**src/rtl/bht_sweep_predictor.sv**
```systemverilog
// bht_sweep_predictor: 2-bit saturating BHT with non-reset RAM storage cleared by a sweep FSM after reset/flush.
module bht_sweep_predictor #(
  parameter int unsigned NR_ENTRIES      = 1024,
  parameter int unsigned INSTR_PER_FETCH = 2,
  parameter int unsigned XLEN            = 32
) (
  input  logic                       clk_i,
  input  logic                       rst_i,
  input  logic                       flush_i,
  output logic                       busy_o,
  input  logic                       lookup_valid_i,
  input  logic [XLEN-1:0]            vpc_i,
  output logic [INSTR_PER_FETCH-1:0] pred_valid_o,
  output logic [INSTR_PER_FETCH-1:0] pred_taken_o,
  input  logic                       upd_valid_i,
  input  logic [XLEN-1:0]            upd_pc_i,
  input  logic                       upd_taken_i
);
  localparam int unsigned ROWS     = NR_ENTRIES / INSTR_PER_FETCH;
  localparam int unsigned ROW_BITS = $clog2(ROWS);
  localparam int unsigned COL_BITS = $clog2(INSTR_PER_FETCH);
  localparam int unsigned RHI      = ROW_BITS + COL_BITS;

  typedef enum logic {CLEAR, IDLE} state_e;

  state_e                              state_q, state_d;
  logic [ROW_BITS-1:0]                 idx_q, idx_d;
  logic [INSTR_PER_FETCH-1:0][2:0]     mem [ROWS];
  logic [INSTR_PER_FETCH-1:0][2:0]     rd_q;
  logic                                lk_q, lk_d;
  logic                                u1_v_q, u1_v_d, u1_tk_q;
  logic [ROW_BITS-1:0]                 u1_row_q, u2_row_q;
  logic [COL_BITS-1:0]                 u1_col_q, u2_col_q;
  logic                                u2_v_q, u2_v_d;
  logic [2:0]                          u2_data_q, u1_old, u1_new;
  logic                                accept;
  logic                                unused_ok;

  assign busy_o = state_q == CLEAR;
  assign accept = state_q == IDLE && !flush_i;
  assign lk_d   = lookup_valid_i && accept;
  assign u1_v_d = upd_valid_i && accept;
  assign u2_v_d = u1_v_q && !flush_i;

  always_comb begin
    state_d = flush_i ? CLEAR : (state_q == CLEAR && idx_q == ROW_BITS'(ROWS - 1)) ? IDLE : state_q;
    idx_d   = (flush_i || state_q == IDLE) ? '0 : idx_q + 1'b1;
  end

  // U2 data is not yet in the RAM while U1 reads, so forward it for the same entry
  always_comb begin
    u1_old = (u2_v_q && u2_row_q == u1_row_q && u2_col_q == u1_col_q) ? u2_data_q
                                                                       : mem[u1_row_q][u1_col_q];
    u1_new = !u1_old[2] ? {1'b1, u1_tk_q ? 2'b10 : 2'b01}
           : u1_tk_q    ? {1'b1, u1_old[1:0] == 2'b11 ? 2'b11 : u1_old[1:0] + 2'b01}
                        : {1'b1, u1_old[1:0] == 2'b00 ? 2'b00 : u1_old[1:0] - 2'b01};
  end

  always_ff @(posedge clk_i or posedge rst_i) begin
    if (rst_i) begin
      state_q   <= CLEAR;
      idx_q     <= '0;
      lk_q      <= 1'b0;
      u1_v_q    <= 1'b0;
      u1_tk_q   <= 1'b0;
      u1_row_q  <= '0;
      u1_col_q  <= '0;
      u2_v_q    <= 1'b0;
      u2_row_q  <= '0;
      u2_col_q  <= '0;
      u2_data_q <= '0;
    end else begin
      state_q   <= state_d;
      idx_q     <= idx_d;
      lk_q      <= lk_d;
      u1_v_q    <= u1_v_d;
      u1_tk_q   <= upd_taken_i;
      u1_row_q  <= upd_pc_i[RHI:COL_BITS+1];
      u1_col_q  <= upd_pc_i[COL_BITS:1];
      u2_v_q    <= u2_v_d;
      u2_row_q  <= u1_row_q;
      u2_col_q  <= u1_col_q;
      u2_data_q <= u1_new;
    end
  end

  // Storage has no reset so it maps onto block/distributed RAM
  always_ff @(posedge clk_i) begin
    rd_q <= mem[vpc_i[RHI:COL_BITS+1]];
    if (state_q == CLEAR)
      mem[idx_q] <= '0;
    else if (u2_v_q && !flush_i)
      mem[u2_row_q][u2_col_q] <= u2_data_q;
  end

  for (genvar g = 0; g < INSTR_PER_FETCH; g++) begin : g_out
    assign pred_valid_o[g] = lk_q & rd_q[g][2];
    assign pred_taken_o[g] = lk_q & rd_q[g][1];
  end

  assign unused_ok = ^{vpc_i[XLEN-1:RHI+1], vpc_i[0], upd_pc_i[XLEN-1:RHI+1], upd_pc_i[0], rd_q};
endmodule

```
**config.mk**
```make
export PLATFORM = sky130hd
export DESIGN_NAME = bht_sweep_predictor
export DESIGN_NICKNAME = d
export VERILOG_FILES = /design/src/rtl/bht_sweep_predictor.sv
export SDC_FILE = /design/constraint.sdc
export NUM_CORES = 2
export LEC_CHECK = 0
export BUFFER_PORTS_ARGS = -buffer_cell sky130_fd_sc_hd__buf_4
export CELL_PAD_IN_SITES_DETAIL_PLACEMENT = 0
export CELL_PAD_IN_SITES_GLOBAL_PLACEMENT = 1
export CORE_ASPECT_RATIO = 0.5
export CORE_MARGIN = 2
export CORE_UTILIZATION = 51
export CTS_CLUSTER_SIZE = 28
export DETAILED_ROUTE_END_ITERATION = 7
export PLACE_DENSITY = 0.84
export SLEW_MARGIN = 25
export SYNTH_ARGS = -nofsm -noshare
export SYNTH_HDL_FRONTEND = slang
export SYNTH_SLANG_ARGS = --single-unit
export TNS_END_PERCENT = 30
```
**constraint.sdc**
```tcl
create_clock -name clk_i -period 29.3 [get_ports clk_i]
set_clock_uncertainty 0.15 [all_clocks]
set_input_delay 1.465 -clock clk_i [delete_from_list [all_inputs] [get_ports clk_i]]
set_output_delay 1.465 -clock clk_i [all_outputs]
set_load 0.03 [all_outputs]
```
[Word-level counts from Yosys, hierarchy flattened]
Memories as Yosys holds them, arrays and structs flattened. A register that Yosys moved wholly into a read port is not among the register bits.
Index checks and enable logic that the tools add are counted.
Word-level totals
  register bits: 37
  memory bits (writable): 3072
  bits of input ports: 70
  logic and storage cells: 61
  memories kept: 1
Memory list
  mem: depth 512, bits a word 6, read ports 2, clocked after memory_dff 1, write ports 1, line 28  | logic [INSTR_PER_FETCH-1:0][2:0] mem [ROWS];
Cells by class
  $add $sub $neg: 3
  $lt $le $gt $ge: 3
  equality and inequality tests: 4
  mux-type cells: 20
  bitwise logic cells: 5
  reductions and logical operators: 14
Operators with widths (number)
  $mux 6: 3
  $mux 9: 2
  $mux 3: 4
  $mux 2: 5
  $add 9x1->9 const B: 1
  $eq 9x9->1: 1
  $eq 9x9->1 const B: 1
  $logic_and 1x1->1: 9
  $reduce_or 6->1: 1
  $mux 1: 5
  $and 1x1->1: 4
  $lt 1x2->1 const B: 2
  $demux 3 s1: 1
  $add 2x1->2 const B: 1
  $eq 2x2->1 const B: 1
  $logic_not 2->1: 1
  $reduce_bool 2->1: 1
  $sub 2x1->2 const B: 1
  $eq 1x1->1: 1
  $ge 1x1->1 const B: 1
  $logic_not 1->1: 1
  $logic_or 1x1->1: 1
  $not 1->1: 1

[Depth between registers and ports, before layout]
  depth in word-level cells: 8
  mapped depth: 17

[Least setup slack after synthesis]
Ideal clock, no wire load.
  path type: input port to flip-flop
  from: in flush_i
  to: mem mem[0][2] in the netlist's numbering (data pin)
  library setup time: 4.966 ns
  data arrival time: 25.563 ns
  required time: 24.184 ns
  slack: -1.379 ns
  stages on the path: 4
  buffers on the path: 1
  cell sequence: nor2_1 -> nand2_1 -> clkbuf_1 -> nor2_1
On the way
  cells in the longest elaborated chain, start to end: 7
Ends and longest elaborated chain
  start, declared: line 9  | input logic flush_i,
  $logic_not 1->1: line 92  | else if (u2_v_q && !flush_i)
  $logic_and 1x1->1: line 92
  $mux 1: line 92
  $mux 1: line 90  | if (state_q == CLEAR)
  $mux 6 (implied by the code): line 93  | mem[u2_row_q][u2_col_q] <= u2_data_q;
  $reduce_or 6->1 (no line)
  $mux 6 (no line)
  end, declared: line 28
No other way between the ends.

[Worst setup path after layout]
  from: reg u1_row_q[1]
  to: reg u2_data_q[0]
On the way
  cells in the longest elaborated chain, start to end: 8
  elaborated cells on any way between the ends: 15
Ends and longest elaborated chain
  start, declared: line 32  | logic [ROW_BITS-1:0] u1_row_q, u2_row_q;
  start signal, assigned: line 78  | u1_row_q <= upd_pc_i[RHI:COL_BITS+1];
  $mem_v2 512x6 or $eq 9x9->1 (tied branches)
  $mux 3 (implied by the code) or $logic_and 1x1->1 (tied branches) (2 in a row): line 53, 52
  $mux 3 (*): line 52  | u1_old = (u2_v_q && u2_row_q == u1_row_q && u2_col_q == u1_col_q) ? u2_data_q
  $sub 2x1->2 (tied with other cells): line 56  | : {1'b1, u1_old[1:0] == 2'b00 ? 2'b00 : u1_old[1:0] - 2'b01};
  $mux 2, on equally long branches: line 56, 55
  $mux 2: line 55  | : u1_tk_q ? {1'b1, u1_old[1:0] == 2'b11 ? 2'b11 : u1_old[1:0] + 2'b01}
  $mux 2 (*): line 54  | u1_new = !u1_old[2] ? {1'b1, u1_tk_q ? 2'b10 : 2'b01}
  named net u1_new[0]: line 35  | logic [2:0] u2_data_q, u1_old, u1_new;
  end signal, assigned: line 83  | u2_data_q <= u1_new;
  end, declared: line 35
Mark *: on every way through the listed nets, which the timed path passes. The rest lies on a longest branch. The select of a mux whose other input is x is not followed.
A chain may end at the register's enable or synchronous reset.

==> flow_metrics.py <==
metrics = {
    "outcome": {
        "status": "complete, no violations",
    },
    "floorplanning": {
        "rows": 136,
        "start_util": 0.512,
        "core-area_sq_um": 274000,
        "dieArea_sq_um": 280000,
        "die_height_um": 375,
        "die_x_um": 746,
        "top_level_ports": 75,
    },
    "cts": {
        "clk_pin_slew_ns": 0.06,
        "htreeDepth": 5,
        "clk_latency_ns": 0.89,
        "clk_path_buf_depth": 4,
        "cts_root_buf": "clkbuf_16",
        "cts_setup_buffers": 0,
        "cts.sinks": 3113,
        "cts_tree": "done",
        "cts_resized": 0,
        "cts_buffers": 289,
        "ctsHoldBuffers": 0,
    },
    "grt": {
        "grt_max_degree": 274,
        "grt_overflow": 0,
        "grt_usage": 0.308,
        "antenna_found_initial": 36,
        "met3_usage": 0.112,
        "grt_first_pass_wirelength_um": 608000,
        "use_met2": 0.451,
        "grt_pass1_vias": 79800,
        "met1_usage": 0.415,
        "busiest_layer": "met2",
    },
    "logic_synthesis": {
        "synth_compound_area_frac": 0.0317,
        "netlist_area_sq_um": 140000,
        "synthAdderAreaFrac": 0.000178,
        "yosys.area_share.simple": 0.0447,
        "synth_area_leaders": "edfxtp_1 (66%), mux4_2 (21%), nor2_1 (3.0%)",
        "postSynth.topFlopCell": "edfxtp_1",
        "synth_top_family_by_area": "multiplexers",
        "muxShareOfSynthArea": 0.235,
        "ys_seq_area_frac": 0.664,
        "ys_types": 80,
        "async_flop_share": 0.0119,
        "synth_edf_count": 3072,
        "yosysTopAreaCell": "edfxtp_1",
        "synth_top_area_frac": 0.657,
        "synth_xor_xnor_area_share": 0.000998,
        "yosys_warnings": 0,
        "synth_seq_cells": 3113,
        "syn_inst": 7628,
        "synth_nets": 7700,
        "avgSynthCellArea_sq_um": 18.4,
    },
    "sta": {
        "max_slew_margin": 0.110,
        "setup_viol": 0,
        "slew_viol_final": 0,
        "fmax_ghz": 0.132,
        "hold_viol_final": 0,
        "fin_tns_setup_ns": 0,
        "rsz0062_at_grt": "false",
        "worstMarginPinSlew_ns": 1.32,
        "post-route-min-period_ns": 7.57,
        "fin_crit_sh": 0.258,
        "hold_ws_ns": 0.362,
    },
    "worst_setup_path": {
        "worstSetupPathType": "flip-flop to flip-flop",
        "worstPathMaxFanout": 73,
        "critPathLaunchType": "flip-flop",
        "critPathCaptureType": "flip-flop",
        "crit_arrival_ns": 8.23,
        "timing.rr.start": "u1_row_q[1]",
        "cp.required_ns": 29.96,
        "ff2ff_path_depth": 14,
        "r2r_end": "u2_data_q[0]",
        "rrSetupSlack_ns": 21.73,
    },
    "cells_and_area": {
        "syn2layout_area_growth_pct": 9.26,
        "nets": 7587,
        "drive_gt1_frac": 0.268,
        "final_area_sq_um": 153000,
        "fillers": 20300,
    },
    "routing": {
        "drt_iter0_markers": 15400,
        "vias": 81900,
        "drcViolationCount": 0,
        "antenna_left": 0,
        "dr.pass1.iters": 6,
        "vias_per_cell": 7.17,
        "wl_per_cell_um": 38.2,
        "wirelength_um": 436000,
    },
    "power": {
        "power_density_nw_per_um2": 58.9,
        "ir_worst_vdd_mv": 0.0502,
        "p_leak_nw": 41.7,
    },
    "placement": {
        "port_buffers": 29,
        "place_hpwl_um": 265000,
        "gp_congestion": 0.914,
        "place_area_sq_um": 144000,
    },
    "run": {
        "cap_violations": 0,
    },
    "min_path": {
        "worstHoldStart": "u1_v_q",
        "hold_depth": 1,
        "holdCritPathClass": "flip-flop to flip-flop",
        "worstHoldEndpoint": "u2_v_q",
    },
}
-- how the worst max path moves through the flow --
stage,from,endpoint,slack (ns),cells after the start
2_1_floorplan,flush_i,mem[0][2],9.70,4
3_3_place_gp,vpc_i[3],rd_q[2],21.21,10
3_5_place_dp,vpc_i[3],rd_q[1],21.22,10
4_1_cts,u1_row_q[0],u2_data_q[1],21.90,13
5_1_grt,u1_row_q[0],u2_data_q[0],21.50,13
6_report,u1_row_q[1],u2_data_q[0],21.73,14
-- cell families (layout without fill, tap and decap cells) --
group,count (synthesis),in the layout
mux,1660,1660
flops,3113,3113
xor+xnor,16,16
simple gates,1538,1538
compound gates,626,626
buf+inv,672,775
other cells,1,30
fa+ha+maj,2,2
-- flip-flops by register name (all words and copies together), names as in the netlist --
name,count
u2_col_q,1
idx_q,9
rd_q,4
u1_row_q,9
lk_q,1
state_q,1
u2_data_q,3
u1_v_q,1
u2_row_q,9
u1_tk_q,1
mem,3072
u2_v_q,1
u1_col_q,1
-- critical path, cell delays in order, from the launching register on --
cell and delay [ns]:
dfrtp_4 0.93, buf_12 0.43, buf_4 0.70, buf_4 0.61, buf_4 0.72, mux4_2 0.45
a22oi_1 0.26, a21oi_1 0.15, nor4_1 1.11, nor2_1 0.32, a311oi_1 0.63, a211oi_1 0.25
a211oi_2 0.32, o21ai_0 0.14, mux2i_1 0.16
-- synth_stat cells, types with 6 or more instances --
cell type  instances
a22o_1            12
nand4_1           14
o21a_1             7
and3_1            18
buf_2            151
mux4_2          1307
inv_1             13
a21oi_1          103
o21ai_0           65
or2_2              8
nor2_1          1137
o31ai_1           14
a211oi_1          24
buf_1            101
nor3_1            39
a32oi_1           10
a221o_1           20
nand3_1           47
or3_1              6
nor4_1             8
mux2i_1          320
nor2b_1           22
and2_1            18
nand3b_1          10
o311ai_0           6
mux2_2            33
a2111oi_0          7
a22oi_1          110
xnor2_1           13
buf_8              8
buf_4             34
buf_6             44
o221ai_1          46
clkbuf_1         316
o211ai_1           9
a31oi_1           32
edfxtp_1        3072
a221oi_1          58
o22ai_1           61
nand2b_1          25
nand2_1          173
dfrtp_1           37
-- stage by stage --
stage                     std cells  setup WS, ns   util  total power [mW]
final                         11400         21.73  0.559              9.04
after global routing          11400         21.50  0.559              9.20
after CTS                     11400         21.90  0.558              9.02
after detailed placement      10900         21.22  0.526              5.41
after global placement        10900         21.21  0.526              5.41
after floorplan                7628          9.70      -              5.21
-- metal layers --
metal  share of wire  up-vias
met5         0.00032        -
met4           0.055       22
met3            0.16     1153
met2            0.44     7011
met1            0.34    42400
li1                -    31400
-- cell usage in the layout (no fill, tap or decap), drive strengths merged, types with 21 or more instances in the layout --
| master | count |
|---|---|
| buf | 251 |
| nand2 | 173 |
| inv | 21 |
| a221oi | 60 |
| nor2b | 22 |
| mux2 | 33 |
| a31oi | 32 |
| mux2i | 320 |
| a21oi | 103 |
| clkinv | 113 |
| diode | 29 |
| mux4 | 1307 |
| dfrtp | 37 |
| o21ai | 65 |
| nand2b | 25 |
| o221ai | 46 |
| edfxtp | 3072 |
| a211oi | 25 |
| nor2 | 1137 |
| nor3 | 39 |
| o22ai | 61 |
| a22oi | 110 |
| clkbuf | 363 |
| nand3 | 47 |
-- area by class of cell --
class | count | area, sq um | share of cell area
antenna | 29 | 72.6 | 0.000473
inverter | 16 | 68.8 | 0.000448
multi-input combinational | 3843 | 44200 | 0.288
clock inverter | 145 | 1190 | 0.00777
tap | 3657 | 4580 | 0.0298
sequential | 3113 | 93300 | 0.608
clock buffer | 362 | 7760 | 0.0506
timing repair buffer | 252 | 2260 | 0.0147
-- power by group --
| part | internal (mW) | switching, mW |
|---|---|---|
| Sequential | 4.82 | 0.0128 |
| Combinational | 0.154 | 0.345 |
| Clock | 2.05 | 1.66 |
No activity file was read; power rests on OpenSTA's default activity.
